==> src/rtl/npu_stall_ctrl.sv <==
// Freezes the pipeline around a CPU store to the NPU command register,
// launches the NPU, waits for done or timeout, and counts stall cycles.
module npu_stall_ctrl #(
   parameter logic [31:0] NPU_CMD_ADDR = 32'h1000_0000,
   parameter int          TIMEOUT      = 4096,
   parameter int          CNT_W        = 16
) (
   input  logic             clk,
   input  logic             reset_n,
   input  logic             ex_mem_valid,
   input  logic             ex_mem_memwrite,
   input  logic [31:0]      ex_mem_addr,
   input  logic [31:0]      ex_mem_wdata,
   input  logic             flush,
   input  logic             npu_busy,
   input  logic             npu_done,
   input  logic             perf_clr,
   output logic             npu_stall,
   output logic             npu_start,
   output logic [31:0]      npu_cmd,
   output logic             npu_timeout,
   output logic [CNT_W-1:0] stall_cycles,
   output logic [1:0]       state_o
);

   typedef enum logic [1:0] {
      S_IDLE   = 2'd0,
      S_LAUNCH = 2'd1,
      S_WAIT   = 2'd2,
      S_DONE   = 2'd3
   } state_t;

   localparam logic [CNT_W-1:0] TMO_LAST = CNT_W'(TIMEOUT - 1);

   state_t           state;
   logic [CNT_W-1:0] tmo_cnt;
   logic             trigger;

   assign trigger = ex_mem_valid & ex_mem_memwrite &
                    (ex_mem_addr == NPU_CMD_ADDR) & ~flush;

   // The trigger only matters in IDLE, so DONE never re-detects the store.
   always_comb begin
      npu_stall = 1'b0;
      npu_start = 1'b0;
      if (reset_n) begin
         case (state)
            S_IDLE:   npu_stall = trigger;
            S_LAUNCH: begin
               npu_stall = 1'b1;
               npu_start = ~npu_busy;
            end
            S_WAIT:   npu_stall = 1'b1;
            default:  npu_stall = 1'b0;
         endcase
      end
   end

   always_ff @(posedge clk) begin
      if (!reset_n) begin
         state        <= S_IDLE;
         npu_cmd      <= '0;
         npu_timeout  <= 1'b0;
         stall_cycles <= '0;
         tmo_cnt      <= '0;
      end else begin
         if (perf_clr)
            stall_cycles <= '0;
         else if (npu_stall && stall_cycles != '1)
            stall_cycles <= stall_cycles + 1'b1;

         unique case (state)
            S_IDLE: begin
               if (trigger) begin
                  npu_cmd <= ex_mem_wdata;
                  state   <= S_LAUNCH;
               end
            end
            S_LAUNCH: begin
               if (!npu_busy) begin
                  tmo_cnt <= '0;
                  state   <= S_WAIT;
               end
            end
            S_WAIT: begin
               tmo_cnt <= tmo_cnt + 1'b1;
               if (npu_done) begin
                  state <= S_DONE;
               end else if (tmo_cnt == TMO_LAST) begin
                  npu_timeout <= 1'b1;
                  state       <= S_DONE;
               end
            end
            S_DONE: state <= S_IDLE;
         endcase
      end
   end

   assign state_o = state;

endmodule

==> config.mk <==
export PLATFORM = sky130hd
export DESIGN_NAME = npu_stall_ctrl
export DESIGN_NICKNAME = d
export VERILOG_FILES = /design/src/rtl/npu_stall_ctrl.sv
export SDC_FILE = /design/constraint.sdc
export NUM_CORES = 1
export LEC_CHECK = 0
export ABC_AREA = 1
export CAP_MARGIN = 15
export CORE_ASPECT_RATIO = 1.25
export CORE_UTILIZATION = 48
export DETAILED_ROUTE_END_ITERATION = 8
export GPL_ROUTABILITY_DRIVEN = 0
export PLACE_DENSITY_LB_ADDON = 0.08
export SLEW_MARGIN = 5
export SYNTH_ARGS = -nofsm -noshare
export SYNTH_HDL_FRONTEND = slang
export SYNTH_SLANG_ARGS = --single-unit
==> constraint.sdc <==
create_clock -name clk -period 2.6 [get_ports clk]
set_clock_uncertainty 0.1 [all_clocks]
set_input_delay 0.26 -clock clk [delete_from_list [all_inputs] [get_ports clk]]
set_output_delay 0.26 -clock clk [all_outputs]
set_load 0.03 [all_outputs]
# After elaboration in Yosys (flattened, before gate mapping)
# Index checks and enable logic that the tools add are counted.
# word_totals
ff_bits	67
latchBits	0
ramBits	0
rom_bits	0
inputBits	72
out_inout_bits	53
elab_cells	43
mem_count	0
# op_classes
n_addsub	2
multipliers	0
n_div	0
n_lt_le_gt_ge	0
n_eq_ne	9
n_shift	0
muxes	11
n_bitwise	7
reduce_logical	9
# ops
op	n
$add A16 B1 Y16 const B	2
$eq A32 B29 Y1 const B	1
$pmux W16 S2	1
$eq A16 B12 Y1 const B	1
$mux W16	1
$ne A16 B16 Y1 const B	1
$mux W2	4
$pmux W2 S4	1
$reduce_and A3 Y1	2
$eq A2 B2 Y1 const B	2
$ne A2 B2 Y1 const B	2
$not A1 Y1	4
$reduce_and A2 Y1	2
$reduce_or A2 Y1	2
$and A1 B1 Y1	3
$mux W1	3
$ne A3 B3 Y1 const B	1
$eq A2 B1 Y1 const B	1
$logic_not A2 Y1	1
$pmux W1 S2	1
$reduce_bool A2 Y1	1
$logic_and A1 B1 Y1	1

# Longest topological paths before layout
# logic_depth
ltp_word	6
depth_mapped	12

# Least setup slack after synthesis
# No wires, ideal clock.
# synth_path
path_kind	register to output
startpoint	register state[0] (netlist: state_o[0])
endpoint	output port npu_stall
arrival_ns	1.876
required_time_ns	2.240
path_slack_ns	0.364
stages_incl_launch_ff	7
path_buffers	2
cell_sequence	dfxtp_1 -> inv_1 -> ha_1 -> nand3_1 -> buf_2 -> buf_2 -> a21boi_0
# synth_between
elab_chain_cells	4
# synth_rtl
element	line	rtl
from (decl)	35	state_t state;
from (signal assigned)	61	state <= S_IDLE;
from (signal assigned)	76	state <= S_LAUNCH;
from (signal assigned)	82	state <= S_WAIT;
$eq A2 B2 Y1 or $eq A2 B1 Y1 (tied branches)	47	case (state)
$reduce_or A2 Y1 (no line)	--	
$pmux W1 S2 (*)	47	
$mux W1 (*)	46	if (reset_n) begin
to (decl)	18	output logic npu_stall,
# Mark *: on every way between the ends. The rest lies on a longest branch, timed or not.

# Worst setup path in the final report
# layout_path
startpoint	register state[1] (netlist: state_o[1])
endpoint	output port npu_start
# layout_between
elab_chain_cells	3
# layout_rtl
element	line	rtl
$eq A2 B1 Y1	47	
$mux W1	47	
$mux W1	46	
to (decl)	19	output logic npu_start,
# No other way between the ends.

==> results.md <==
* Status: complete, no violations
* Vias at about 3400
* Final Hold Viols at 0
* Initial DRC count at approximately 110
* Top cells by count, synth: inv_1 (101), nor2_1 (96), nand2_1 (83), dfxtp_1 (67), a211oi_1 (34)
* Post-detail-place hpwl at 6180 um
* Crit path DAT at 2.12 ns
* Clk pin slew, worst setup/hold paths at around 0.07 ns
* DRT antenna net count at 0
* Cell Area, Placed at 4740 sq um
* Drt total wl at about 8000 um
* Ys flop type: dfxtp_1
* Yosys warnings at 0
* Post-synth EDFFs at 0
* H-tree depth at 3
* FMAX at approximately 400 MHz
* GRT overflow at 0
* Area share of the largest cell type after synthesis at 0.392
* CP Buf/Inv Count at 3
* Final Util at 0.708
* Post-CTS sizing at 0
* Layout area overhead at 43.3%
* CP max stage delay at 0.67 ns
* CTS tree: built
* CTS max path bufs at 2
* Share of cells above drive strength 1 at 0.0671
* CTS root buf: clkbuf_8
* WP data required at around 2.2 ns
* Leakage at 1.91 nW
* Setup-failing EPs final at 0
* Period utilization at 0.954
* Vias per inst at roughly 4.8
* Post-Syn Instances at 499
* Net count, final at 701
* Insertion delay to the later sink of the worst-skew pair at 0.33 ns
* Seq cells post-synth at 67
* Worst rel slew slack at 0.738
* Placed Instances at 701
* Setup TNS at 0 ns
* Antenna violations before repair at 0
* Cell area after synthesis at approximately 3400 sq um
* CTS Sinks at 67
* Ports at approximately 130
* Hold-fix buffers, CTS at 0
* Worst VDD drop at 0.000376 V
* WHS at 0.352 ns
* Synth Net Count at roughly 580
* Postcts setup bufs at 0
* FP Rows at 34
* Synth area leader: dfxtp_1
* Initial core utilization at 0.494
* Total design power at 2.61 mW
* Setup crit end kind: output port
* Most used cell, CP: inv_1
* Pre-antenna DRT Iters at 4
* Hold Crit Class: reg2reg
* Non-Filler Instances at ~720
* DRC at 0
* Core area at between 6000 and 7000 sq um
* Antenna Cells at 0
* Critical path class: reg2out
* Crit-path slowest cell: clkdlybuf4s50_1
* First-pass GRT wire length at 13800 um
* Critical path's top delay family: buffers and inverters
* Max Cap Viol at 0
* Pre-CTS WS at 0.451 ns
* Slew Viols, Final at 0
* Post-synthesis sequential area ratio at 0.392
* Final min period at 2.48 ns
* Tot GR Track Use at 0.230
* Most frequent cell after synthesis: inv_1
* Critical path peak fanout at 5
* DIE AREA at 7480 sq um
* Cell Pwr Density at 532 nW/um^2
* Async set-or-reset flop fraction in the synthesized netlist at 0
* Largest net degree at the start of global routing at 43
* CP startpoint kind: flip-flop
* Design Area, Final at 4910 sq um
* CP Cell Sequence: inv_1, ha_1, inv_1, or2_2, nor2_1, clkdlybuf4s50_1
* Die width at 77.6 um
* Netlist cell types at 33
* Post-route setup slack at roughly 0.12 ns
* I/O Buffers at 124
* CTS Buf Count at 9
* Largest cells by area after synthesis: dfxtp_1 (39%), inv_1 (11%), nor2_1 (11%)
* Slew of the pin with the lowest slew margin at 0.393 ns
* Unrepaired setup endpoints after global routing: no
* Via count of the first global-routing pass at 3246
* Mapped Avg Cell Area at 6.86 sq um
* Die H at 96.4 um
* Wire per inst at around 11 um
[registers in the layout (all words and copies together), names as in the netlist]
name          flops
state_o           2
npu_cmd          32
npu_timeout       1
stall_cycles     16
tmo_cnt          16
[power by group]
part / switching [mW] / internal, mW / total, mW / leakage (nW)
Combinational: 0.468 / 0.306 / 0.774 / 1.29
Clock: 0.382 / 0.361 / 0.743 / 0.0839
Sequential: 0.0358 / 1.06 / 1.09 / 0.540
Total: 0.886 / 1.72 / 2.61 / 1.91
[layout by cell type, fill, tap and decap left out, drive strengths merged, types with 2 or more instances in the layout]
master,count
clkdlybuf4s50,123
inv,103
nor2,101
nand2,83
dfxtp,67
a211oi,34
nand3,29
nand4,22
a21oi,12
clkbuf,10
ha,7
buf,7
o21ai,7
nor3,6
o21a,3
clkinv,3
xor2,2
clkinvlp,2
a21boi,2
[worst min-delay path: stages (launching register included)]
cell and delay (ns):
dfxtp_1 0.31, inv_1 0.05, a211oi_1 0.06
[per-layer routing]
metal / track usage / vias to the layer above / routed length (um)
met2: 0.435 / 97 / 4120
met3: 0.0573 / 13 / 486
met1: 0.244 / 1503 / 3430
li1: - / 1814 / -
met5: 0 / - / 0
met4: 0.0975 / 0 / 157
[path summary, 6_finish.rpt]
kind                               endpoint   startpoint  cells past startpoint  slack, ns
worst max-delay path              npu_start   state_o[1]                      6       0.12
worst min-delay path            npu_cmd[14]  npu_cmd[14]                      2       0.35
worst max register to register  tmo_cnt[14]   state_o[1]                      9       0.62
worst min register to register  npu_cmd[14]  npu_cmd[14]                      2       0.35
[area by class of cell]
type	instances	area, sq um
well taps	90	113
inverters	103	387
fillers	592	2030
clock inverters	5	30.0
repair buffers	130	1280
flip-flops and latches	67	1340
multi-input cells	311	1620
clock buffers	10	138
[logic make-up (layout without fill, tap and decap cells)]
family,count (synthesis),in the layout,synth area share
xor+xnor,3,3,0.00767
fa+ha+maj,7,7,0.0256
compound gates,58,58,0.118
flops,67,67,0.392
buf+inv,121,248,0.139
simple gates,243,243,0.319
Note: power is estimated with default switching activity, not from simulation.
